[src/rtl/ctrl_unit_pipe.sv]
// MIPS control unit: two-stage decode pipeline (D: raw word, E: bundle)
// with valid/ready flow control, load-use bubble insertion and flush.
package ctrl_unit_pipe_pkg;
  typedef struct packed {
    logic        reg_dst;
    logic        alu_src_a;
    logic        alu_src_b;
    logic [1:0]  datato_reg;
    logic        jal;
    logic [1:0]  branch;
    logic        reg_write;
    logic [2:0]  alu_ctrl;
    logic        mem_w;
    logic [25:0] inst_field;
  } id_ex_t;
endpackage

module ctrl_unit_pipe (
  input  logic        clk,
  input  logic        rst,
  input  logic [31:0] inst_in,
  input  logic        inst_valid,
  output logic        inst_ready,
  input  logic        flush,
  input  logic        ctrl_ready,
  output logic        ctrl_valid,
  output logic        RegDst,
  output logic        ALUSrc_A,
  output logic        ALUSrc_B,
  output logic [1:0]  DatatoReg,
  output logic        Jal,
  output logic [1:0]  Branch,
  output logic        RegWrite,
  output logic [2:0]  ALU_Control,
  output logic        mem_w,
  output logic [25:0] inst_field,
  output logic        illegal
);
  import ctrl_unit_pipe_pkg::*;

  logic [31:0] d_inst;
  logic        d_valid;
  id_ex_t      e_q;
  id_ex_t      dec;
  logic        dec_ill;
  logic        e_load;
  logic        hazard;
  logic        d_advance;
  logic [5:0]  op;
  logic [5:0]  fn;
  logic        rt;
  logic [4:0]  e_rt;

  assign op   = d_inst[31:26];
  assign fn   = d_inst[5:0];
  assign rt   = (op == 6'h00);
  assign e_rt = e_q.inst_field[20:16];

  // only lw carries DatatoReg=01, so this identifies a pending load
  assign hazard = d_valid && ctrl_valid
               && (e_q.datato_reg == 2'b01)
               && (e_rt != 5'd0)
               && ((e_rt == d_inst[25:21])
                || (e_rt == d_inst[20:16]));

  assign e_load     = !ctrl_valid || ctrl_ready;
  assign d_advance  = d_valid && e_load && !hazard;
  assign inst_ready = !d_valid || d_advance;

  always_comb begin
    dec     = '0;
    dec_ill = 1'b0;
    unique case (1'b1)
      rt && fn == 6'h20: begin
        dec.reg_dst = 1'b1; dec.reg_write = 1'b1;
        dec.alu_ctrl = 3'b010;
      end
      rt && fn == 6'h22: begin
        dec.reg_dst = 1'b1; dec.reg_write = 1'b1;
        dec.alu_ctrl = 3'b110;
      end
      rt && fn == 6'h24: begin
        dec.reg_dst = 1'b1; dec.reg_write = 1'b1;
        dec.alu_ctrl = 3'b000;
      end
      rt && fn == 6'h25: begin
        dec.reg_dst = 1'b1; dec.reg_write = 1'b1;
        dec.alu_ctrl = 3'b001;
      end
      rt && fn == 6'h26: begin
        dec.reg_dst = 1'b1; dec.reg_write = 1'b1;
        dec.alu_ctrl = 3'b011;
      end
      rt && fn == 6'h27: begin
        dec.reg_dst = 1'b1; dec.reg_write = 1'b1;
        dec.alu_ctrl = 3'b100;
      end
      rt && fn == 6'h2A: begin
        dec.reg_dst = 1'b1; dec.reg_write = 1'b1;
        dec.alu_ctrl = 3'b111;
      end
      rt && fn == 6'h02: begin
        dec.reg_dst = 1'b1; dec.reg_write = 1'b1;
        dec.alu_src_a = 1'b1; dec.alu_src_b = 1'b1;
        dec.alu_ctrl = 3'b101;
      end
      rt && fn == 6'h08: begin
        dec.reg_dst = 1'b1; dec.branch = 2'b11;
      end
      rt && fn == 6'h09: begin
        dec.reg_dst = 1'b1; dec.datato_reg = 2'b11;
        dec.jal = 1'b1; dec.branch = 2'b11;
        dec.reg_write = 1'b1;
      end
      op == 6'h08: begin
        dec.alu_src_b = 1'b1; dec.reg_write = 1'b1;
        dec.alu_ctrl = 3'b010;
      end
      op == 6'h0D: begin
        dec.alu_src_b = 1'b1; dec.reg_write = 1'b1;
        dec.alu_ctrl = 3'b001;
      end
      op == 6'h0C: begin
        dec.alu_src_b = 1'b1; dec.reg_write = 1'b1;
        dec.alu_ctrl = 3'b000;
      end
      op == 6'h0E: begin
        dec.alu_src_b = 1'b1; dec.reg_write = 1'b1;
        dec.alu_ctrl = 3'b011;
      end
      op == 6'h0A: begin
        dec.alu_src_b = 1'b1; dec.reg_write = 1'b1;
        dec.alu_ctrl = 3'b111;
      end
      op == 6'h0F: begin
        dec.alu_src_b = 1'b1; dec.reg_write = 1'b1;
        dec.datato_reg = 2'b10;
      end
      op == 6'h23: begin
        dec.alu_src_b = 1'b1; dec.reg_write = 1'b1;
        dec.datato_reg = 2'b01; dec.alu_ctrl = 3'b010;
      end
      op == 6'h2B: begin
        dec.alu_src_b = 1'b1; dec.mem_w = 1'b1;
        dec.alu_ctrl = 3'b010;
      end
      op == 6'h04 || op == 6'h05: begin
        dec.branch = 2'b01; dec.alu_ctrl = 3'b110;
      end
      op == 6'h02: dec.branch = 2'b10;
      op == 6'h03: begin
        dec.datato_reg = 2'b11; dec.jal = 1'b1;
        dec.branch = 2'b10; dec.reg_write = 1'b1;
      end
      default: dec_ill = 1'b1;
    endcase
    if (!dec_ill) dec.inst_field = d_inst[25:0];
  end

  always_ff @(posedge clk or negedge rst) begin
    if (!rst) begin
      d_inst  <= '0;
      d_valid <= 1'b0;
    end else if (flush) begin
      d_valid <= 1'b0;
    end else if (inst_valid && inst_ready) begin
      d_inst  <= inst_in;
      d_valid <= 1'b1;
    end else if (d_advance) begin
      d_valid <= 1'b0;
    end
  end

  always_ff @(posedge clk or negedge rst) begin
    if (!rst) begin
      e_q        <= '0;
      ctrl_valid <= 1'b0;
      illegal    <= 1'b0;
    end else if (flush) begin
      e_q        <= '0;
      ctrl_valid <= 1'b0;
    end else if (e_load) begin
      if (d_advance) begin
        e_q        <= dec;
        ctrl_valid <= 1'b1;
        if (dec_ill) illegal <= 1'b1;
      end else if (hazard) begin
        e_q        <= '0;
        ctrl_valid <= 1'b1;
      end else begin
        ctrl_valid <= 1'b0;
      end
    end
  end

  assign RegDst      = e_q.reg_dst;
  assign ALUSrc_A    = e_q.alu_src_a;
  assign ALUSrc_B    = e_q.alu_src_b;
  assign DatatoReg   = e_q.datato_reg;
  assign Jal         = e_q.jal;
  assign Branch      = e_q.branch;
  assign RegWrite    = e_q.reg_write;
  assign ALU_Control = e_q.alu_ctrl;
  assign mem_w       = e_q.mem_w;
  assign inst_field  = e_q.inst_field;
endmodule

[config.mk]
export PLATFORM = sky130hd
export DESIGN_NAME = ctrl_unit_pipe
export DESIGN_NICKNAME = d
export VERILOG_FILES = /design/src/rtl/ctrl_unit_pipe.sv
export SDC_FILE = /design/constraint.sdc
export NUM_CORES = 1
export LEC_CHECK = 0
export CORE_UTILIZATION = 50
export DETAILED_ROUTE_END_ITERATION = 6
export GPL_TIMING_DRIVEN = 0
export PLACE_DENSITY = 0.8
export SYNTH_ARGS = -nofsm -noshare
export SYNTH_HDL_FRONTEND = slang
export SYNTH_SLANG_ARGS = --single-unit
[constraint.sdc]
create_clock -name clk -period 5.6 [get_ports clk]
set_input_delay 0.56 -clock clk [delete_from_list [all_inputs] [get_ports clk]]
set_output_delay 0.56 -clock clk [all_outputs]
set_load 0.005 [all_outputs]
==> impl_metrics.ini, run 1 <==
[sta]
fin_tns_setup_ns = 0
maxSlewHeadroom_pct = 57.6
final_hold_viol_count = 0
grt_setup_unrepaired = no
fin_ws_ns = 2.18
fin_crit_sh_pct = 61.0
setup_viol_count_final = 0
tightestPinTransition_ns = 0.632
skew_ns = 0.00995
finalCriticalPeriod_ns = 3.42
fmax_mhz = 293
slew_violations = 0

[synthesis]
synth_flop_cell = dfrtp_1
synth_warnings = 0
syn-instance-count = 397
yosysMostFrequentCell = dfrtp_1
synth_cell_types = 50
avgSynthCellArea_um2 = 9.78
synthTopCellsByArea = dfrtp_1 48%, o2111ai_1 7.4%, a32o_1 6.7%
synth_common_cells = 74 x dfrtp_1, 51 x nand2_1, 34 x nand3_1, 33 x o2111ai_1, 32 x o211ai_1
synthArstFlopShare_pct = 100
netlist_area_um2 = 3880
ys_seq_area_share_pct = 47.7
synth_edf_count = 0
ys_seq_elements = 74
yosysTopAreaCell = dfrtp_1
synth_top_area_share_pct = 47.7
syn_nets = 434

[global_route]
first_global_vias = 3547
grt_max_degree = 48
grt_usage_pct = 27.4
antenna_found_initial = 0
grt_pass1_wl_um = 17900
grt_overflow = 0

[clock_tree]
postCtsHoldBufs = 0
post_cts_resize_count = 0
cts_tree = done
path_clk_slew_ns = 0.08
clockBufferDepth = 2
post_cts_buffers = 0
cts_buffers = 9
clock_sinks = 74
htreeDepth = 3
cts_root_buf = clkbuf_8
worstSkewPairLatency_ns = 0.35

[route]
wl_per_cell_um = 17.8
dr.pass1.iters = 6
routed_via_density = 6.20
postRouteAntennaNets = 0
vias = 3664
drc = 0
wl_um = 10500
drtIter0Drc = 260

[worst_setup_path]
path_max_fanout = 10
cpPeakStageDelay_ns = 0.57
crit_path_end_kind = output pin
worst_ep_required_time_ns = 5.04
slowest_stage = or4_1
cp_num_buf_inv = 2
crit_chain = or4_1, o21ai_2, clkbuf_1, o21ai_0, nand2_1, clkdlybuf4s50_1
arrival_ns = 2.86
crit_family = buffers and inverters
worstSetupPathType = reg -> out
start_kind = register

[final_layout]
final_net_count = 524
n_antenna_cell = 0
drive_gt1_share_pct = 7.32
syn_to_final_growth_pct = 30.1
fill_cells = 588
ff_latch_area_um2 = 1850
multi_input_area_um2 = 1810
finish.utilization_pct = 68.5

[die]
row_count = 31
dieHeight_um = 90.1
start_util_pct = 52.7
num_io_pins = 79
core-area_um2 = 7370
die-area_um2 = 8120
fp.dieW_um = 90.1

[pwr]
power.density_nw_per_um2 = 303
cellLeakagePower_nw = 1.95
vdd_drop_max_uv = 172

[placement]
place.port_buffers = 78
place.gp.congestion = 0.833
dp_hpwl_um = 7320
pre_cts_ws_ns = 2.29

[outcome]
status = finished clean

[run]
cap_violations = 0

[min_path]
min_path_type = in -> async
-- through the flow --
stage	cell area, um2	cells	power (W)	hold slack [ns]
after floorplan	3880	397	0.000895	0.264
after global placement	4790	574	0.00103	0.461
after detailed placement	4810	575	0.00105	0.467
after CTS	5050	591	0.00153	0.128
after global routing	5050	591	0.00160	0.140
final	5050	591	0.00153	0.122
-- layout make-up --
class	instances	area share (%)
Sequential cell	74	36.7
Clock inverter	4	1.44
Multi-Input combinational cell	274	35.8
Inverter	6	0.446
Timing Repair Buffer	79	16.0
Buffer	43	3.97
Tap cell	99	2.45
Clock buffer	12	3.27
-- kinds of logic after synthesis --
logic type                 after synthesis  synth area share, %
DFF                                     74                 47.7
and+or+nand+nor                        128                 16.0
AOI/OAI and AO/OA                      132                 27.3
buffers and inverters                   49                 5.74
muxes                                    2                0.516
xor gates and xnor gates                11                 2.48
adders and majority gates                1                0.258
-- worst reg2reg max path, delay by kind of cell (launching register included) --
kind / cells / cell delay [ns]
buffers and inverters: 2 / 0.61
flip-flops: 1 / 0.46
AND/OR/NAND/NOR: 1 / 0.57
AO/OA/AOI/OAI: 3 / 0.86
-- report_power, final --
part	internal, W	total [W]	switching (W)	leakage (nW)
clock network	0.000287	0.000489	0.000202	0.119
registers	0.000592	0.000647	0.0000549	0.972
logic	0.000170	0.000395	0.000224	0.856
total	0.00105	0.00153	0.000481	1.95
-- cells in the final DEF (no fill, tap or decap), drive strengths merged, types with 2 or more instances in the layout --
cell and instances:
clkdlybuf4s50 77, dfrtp 74, nand2 51, clkbuf 43, nand3 34, o2111ai 33, o211ai 32, a32o 26
nor2 15, o21ai 15, buf 14, xnor2 11, a21oi 7, nor3 6, inv 5, a22o 4
nand2b 3, nor2b 3, nand3b 3, or4 3, or2 2, a211o 2, o22ai 2, mux2i 2
bufinv 2, or3 2, clkinv 2
-- flip-flops by register name, indices dropped and copies added (netlist names) --
name	cells
illegal	1
ALUSrc_A	1
Jal	1
Branch	2
mem_w	1
ALUSrc_B	1
d_valid	1
d_inst	32
ALU_Control	3
inst_field	26
ctrl_valid	1
RegWrite	1
RegDst	1
DatatoReg	2
-- final timing paths --
path,startpoint,endpoint,slack [ns],cells after the start
max,inst_field[17]$_DFFE_PN0P_,inst_ready,2.18,6
min,rst,ALUSrc_B$_DFFE_PN0P_,0.12,1
max reg2reg,inst_field[17]$_DFFE_PN0P_,inst_field[18]$_DFFE_PN0P_,3.04,6
min reg2reg,ALU_Control[2]$_DFFE_PN0P_,ALU_Control[2]$_DFFE_PN0P_,0.48,2
max in group asynchronous,rst,d_inst[31]$_DFFE_PN0P_,4.92,2
min in group clk,ALU_Control[2]$_DFFE_PN0P_,ALU_Control[2]$_DFFE_PN0P_,0.48,2
-- layer usage --
layer | share of wire (%) | up-vias | wire (um) | global-route usage, %
met4 | 2.1 | 0 | 226 | 11.0
met5 | 0 | - | 0 | 0
met1 | 45 | 1775 | 4690 | 38.6
met2 | 47 | 157 | 4970 | 42.8
li1 | - | 1710 | - | -
met3 | 5.9 | 22 | 622 | 3.64
No activity file was read; power rests on OpenSTA's default activity.
==> inputs of run 2 (changes only) <==
==> constraint.sdc (replaced) <==
create_clock -name clk -period 3.3 [get_ports clk]
set_input_delay 0.33 -clock clk [delete_from_list [all_inputs] [get_ports clk]]
set_output_delay 0.33 -clock clk [all_outputs]
set_load 0.005 [all_outputs]
==> run 2 against run 1 <==
Effect of this change:
- hold slack gained 0.32 ns
- sequential share of layout area shrank 0.082 points
- combinational power grew 70%
- global-route usage is essentially flat
- worst setup slack lost 2.0 ns
- routed wire length grew 0.74%
- clock skew grew 0.00067 ns
==> impl_metrics.ini, run 2 (same netlist as run 1, synthesis figures left out) <==
[global_route]
first_global_vias = 3553
grt_usage_pct = 27.4
grt_use_met2_pct = 42.9
grt_max_degree = 48
grt_use_met3_pct = 3.64
grt.met1_usage_pct = 38.6
antenna_found_initial = 0
grt_overflow = 0
top_usage_layer = met2
grt_pass1_wl_um = 17900

[final_layout]
final_net_count = 525
finish.utilization_pct = 68.7
mostFrequentLayoutCells = 77 x clkdlybuf4s50_1, 74 x dfrtp_1, 51 x nand2_1
final_common_cell = clkdlybuf4s50_1
drive_gt1_share_pct = 7.51
top_register = d_inst
syn_to_final_growth_pct = 30.4
fill_cells = 587
multi_input_area_um2 = 1810
largest_reg_flops = 32
n_antenna_cell = 0
ff_latch_area_um2 = 1850

[sta]
grt_setup_unrepaired = no
slew_violations = 0
final_hold_viol_count = 0
fin_tns_setup_ns = 0
fin_crit_sh_pct = 94.0
maxSlewHeadroom_pct = 56.6
fmax_mhz = 322
setup_viol_count_final = 0
finalCriticalPeriod_ns = 3.10
tightestPinTransition_ns = 0.647
skew_ns = 0.0106

[route]
vias = 3657
wl_um = 10600
drtIter0Drc = 258
routed_via_density = 6.18
dr.pass1.iters = 5
wl_per_cell_um = 17.9
drc = 0
postRouteAntennaNets = 0

[die]
num_io_pins = 79
core-area_um2 = 7370
fp.dieW_um = 90.1
start_util_pct = 52.7
dieHeight_um = 90.1
row_count = 31
die-area_um2 = 8120

[clock_tree]
path_clk_slew_ns = 0.08
cts_root_buf = clkbuf_8
worstSkewPairLatency_ns = 0.35
htreeDepth = 3
clockBufferDepth = 2
clock_sinks = 74
cts_tree = done
cts_buffers = 9
post_cts_buffers = 0

[pwr]
power.density_nw_per_um2 = 514
vdd_drop_max_uv = 291
cellLeakagePower_nw = 1.95

[worst_setup_path]
r2r-start = inst_field[17]$_DFFE_PN0P_
startpoint = inst_field[17]$_DFFE_PN0P_
arrival_ns = 2.77
crit_path_end_kind = output pin
start_kind = register
worstSetupPathType = reg -> out
worst_ep_required_time_ns = 2.97
path_max_fanout = 10

[min_path]
min_path_type = in -> async

[placement]
place.gp.congestion = 0.833
place.port_buffers = 78
dp_hpwl_um = 7320

[outcome]
status = finished clean

[run]
cap_violations = 0
==> run 2: cell count changes in the layout (fill, tap and decap cells not counted), sizes merged <==
cell / previous run / this run
dlygate4sd3: 0 / 1
==> run 2: routing by layer <==
metal	vias up	part of all wire (%)
met2	148	48
li1	1712	-
met4	0	2.3
met3	24	5.1
met5	-	0
met1	1773	45
==> run 2: final timing paths <==
kind                       cells past startpoint  slack, ns                          to
hold reg to reg                                2       0.48  ALU_Control[2]$_DFFE_PN0P_
hold / removal                                 2       0.44        ALUSrc_B$_DFFE_PN0P_
min in group clk                               2       0.48  ALU_Control[2]$_DFFE_PN0P_
setup / recovery                               6       0.20                  inst_ready
setup reg to reg                               6       0.68  inst_field[18]$_DFFE_PN0P_
max in group asynchronous                      3       2.30      d_inst[31]$_DFFE_PN0P_
==> run 2: stage by stage <==
| stage | instance area [um2] | hold slack [ns] | worst slack, ns | total power [W] | cells |
|---|---|---|---|---|---|
| 2_1_floorplan | 3880 | 0.0344 | 1.21 | 0.00152 | 397 |
| 6_report | 5060 | 0.441 | 0.198 | 0.00260 | 592 |
| 3_5_place_dp | 4810 | 0.276 | 0.454 | 0.00177 | 575 |
| 5_1_grt | 5060 | 0.472 | 0.0913 | 0.00272 | 592 |
| 3_3_place_gp | 4790 | 0.461 | -0.586 | 0.00176 | 574 |
| 4_1_cts | 5060 | 0.444 | 0.131 | 0.00260 | 592 |
==> run 2: final cells by class <==
| cell class | count | area share [%] |
|---|---|---|
| inverter | 6 | 0.445 |
| multi-input combinational | 274 | 35.7 |
| clock inverter | 4 | 1.43 |
| clock buffer | 12 | 3.26 |
| timing repair buffer | 80 | 16.1 |
| buffer | 43 | 3.98 |
| tap | 99 | 2.45 |
| sequential | 74 | 36.6 |
==> run 2: timing repair <==
item                                   4_1_cts  5_1_grt
resized for setup                            0        2
hold buffers                                 1        0
endpoints found under the hold margin       27        0
setup endpoints to repair                    0        1
==> run 2: critical path, cell delays in order (launching register included) <==
cell             delay, ns
dfrtp_1               0.46
or4_1                 0.57
o21ai_2               0.39
clkbuf_2              0.31
o21ai_0               0.10
nand2_1               0.09
clkdlybuf4s50_1       0.49
==> run 2: where the power goes <==
part           switching, W  internal [W]
registers         0.0000929       0.00100
clock network      0.000345      0.000487
logic              0.000382      0.000290
==> inputs of run 3 (changes only) <==
--- a/config.mk
+++ b/config.mk
@@ -6,9 +6,9 @@
 export NUM_CORES = 1
 export LEC_CHECK = 0
 export CORE_UTILIZATION = 50
+export CTS_CLUSTER_DIAMETER = 50
 export DETAILED_ROUTE_END_ITERATION = 6
-export GPL_TIMING_DRIVEN = 0
-export PLACE_DENSITY = 0.8
+export PLACE_DENSITY = 0.87
 export SYNTH_ARGS = -nofsm -noshare
 export SYNTH_HDL_FRONTEND = slang
 export SYNTH_SLANG_ARGS = --single-unit
==> run 3 against run 2 <==
Effect of this change:
- routed wire length is 4.0% lower
- clock power is 8.8% lower
- die area stayed put
- sequential cell count stayed put
- maximum frequency is 17% higher
- final area is 3.0% lower
- worst setup slack better by 0.45 ns
- critical endpoint unchanged
- via count is 1.7% lower
- critical path type unchanged
- highest routed layer unchanged
- register-to-register slack better by 0.30 ns
- cell count is 5.4% lower
- critical path depth stayed put
==> impl_metrics.ini, run 3 (same netlist as run 1, synthesis figures left out) <==
[route]
wl_um = 10200
drtIter0Drc = 349
routed_via_density = 6.42
drc = 0
vias = 3594
wl_per_cell_um = 18.2
postRouteAntennaNets = 0
dr.pass1.iters = 5

[sta]
maxSlewHeadroom_pct = 54.7
slew_violations = 0
fmax_mhz = 377
final_hold_viol_count = 0
grt_setup_unrepaired = no
fin_crit_sh_pct = 80.3
setup_viol_count_final = 0
skew_ns = 0.00667
tightestPinTransition_ns = 0.675
finalCriticalPeriod_ns = 2.65
fin_tns_setup_ns = 0

[pwr]
p_comb_share_pct = 23.5
clockPowerShare_pct = 30.7
cellLeakagePower_nw = 1.89
p_sw_share_pct = 31.8
power.density_nw_per_um2 = 504
seqPwrFrac_pct = 45.8
p_int_w = 0.00169
vdd_drop_max_uv = 303
power_switching_w = 0.000788

[final_layout]
final_cells = 560
top_register = d_inst
finish.utilization_pct = 66.6
drive_gt1_share_pct = 8.46
syn_to_final_growth_pct = 26.4
mostFrequentLayoutCells = 77 x clkdlybuf4s50_1, 74 x dfrtp_1, 51 x nand2_1
n_antenna_cell = 0
final_net_count = 493
largest_reg_flops = 32
final_common_cell = clkdlybuf4s50_1

[worst_setup_path]
cpPeakStageDelay_ns = 0.50
arrival_ns = 2.32
crit_chain = xnor2_1, nand3_1, o22a_1, o21ai_0, nand2_1, clkdlybuf4s50_1
slowest_stage = clkdlybuf4s50_1
crit_family = compound AO/OA/AOI/OAI gates
start_kind = register
path_max_fanout = 13
cp_num_buf_inv = 1
worstSetupPathType = reg -> out
worst_ep_required_time_ns = 2.97
crit_path_end_kind = output pin

[global_route]
antenna_found_initial = 0
grt_overflow = 0
first_global_vias = 3385
grt_usage_pct = 26.0
grt_pass1_wl_um = 16900
grt_max_degree = 66

[clock_tree]
htreeDepth = 3
post_cts_resize_count = 0
post_cts_buffers = 0
postCtsHoldBufs = 0
cts_tree = done
clockBufferDepth = 2
cts_buffers = 9
clock_sinks = 74
cts_root_buf = clkbuf_8
path_clk_slew_ns = 0.08
worstSkewPairLatency_ns = 0.35

[run]
cap_violations = 0

[die]
fp.dieW_um = 90.1
die-area_um2 = 8120
start_util_pct = 52.7
core-area_um2 = 7370
row_count = 31
num_io_pins = 79
dieHeight_um = 90.1

[outcome]
status = finished clean

[placement]
place.gp.congestion = 0.869
dp_hpwl_um = 6790
place.port_buffers = 78
place_inst = 544

[min_path]
min_path_type = in -> async
## run 3: changes by cell type in the layout (fill, tap and decap cells not counted), sizes merged
cell	before	now
dlygate4sd3	1	0
clkbuf	43	11
clkinvlp	1	0
clkinv	2	4
## run 3: cell type report
| class | count | area, um2 |
|---|---|---|
| fill | 578 | 2460 |
| sequential | 74 | 1850 |
| multi-input combinational | 274 | 1820 |
| timing repair buffer | 91 | 873 |
| clock buffer | 11 | 131 |
| tap | 99 | 124 |
| clock inverter | 5 | 78.8 |
| inverter | 6 | 22.5 |
## run 3: power by group through the flow
| stage | Clock, W | Combinational (W) | Sequential [W] |
|---|---|---|---|
| 6_report | 0.000759 | 0.000582 | 0.00113 |
| 5_1_grt | 0.000808 | 0.000641 | 0.00115 |
| 4_1_cts | 0.000763 | 0.000585 | 0.00113 |
| 3_5_place_dp | 0 | 0.000578 | 0.00115 |
| 3_3_place_gp | 0 | 0.000560 | 0.00114 |
| 2_1_floorplan | 0 | 0.000430 | 0.00109 |
## run 3: worst paths after layout
check,from,endpoint,slack [ns],cells after the start
worst min register to register,ALU_Control[2]$_DFFE_PN0P_,ALU_Control[2]$_DFFE_PN0P_,0.49,2
worst max register to register,d_inst[30]$_DFFE_PN0P_,inst_field[11]$_DFFE_PN0P_,0.98,6
min in group clk,ALU_Control[2]$_DFFE_PN0P_,ALU_Control[2]$_DFFE_PN0P_,0.49,2
max in group asynchronous,rst,d_inst[28]$_DFFE_PN0P_,2.89,2
worst min-delay path,rst,ALUSrc_A$_DFFE_PN0P_,0.01,2
worst max-delay path,inst_field[16]$_DFFE_PN0P_,inst_ready,0.65,6
## run 3: per-stage QoR
stage / hold slack, ns / worst slack (ns) / area, um2 / power (W)
3_5_place_dp: 0.399 / 0.988 / 4700 / 0.00173
2_1_floorplan: 0.0344 / 1.21 / 3880 / 0.00152
6_report: 0.0141 / 0.651 / 4910 / 0.00247
4_1_cts: 0.0287 / 0.651 / 4910 / 0.00248
3_3_place_gp: 0.398 / 1.05 / 4700 / 0.00170
5_1_grt: 0.0567 / 0.441 / 4910 / 0.00260
## run 3: worst reg2reg max path, stage by stage, from the launching register on
cell	delay [ns]
dfrtp_1	0.47
or4_4	0.58
or3_4	0.37
a21oi_2	0.16
or3_1	0.14
buf_4	0.29
a32o_1	0.24
## run 3: layer usage
| layer | vias up | share of wire, % | track usage (%) | wire length, um |
|---|---|---|---|---|
| li1 | 1643 | - | - | - |
| met5 | - | 0 | 0 | 0 |
| met1 | 1761 | 42 | 35.3 | 4230 |
| met2 | 171 | 49 | 40.8 | 4980 |
| met3 | 19 | 7.3 | 4.74 | 744 |
| met4 | 0 | 2.2 | 11.4 | 221 |
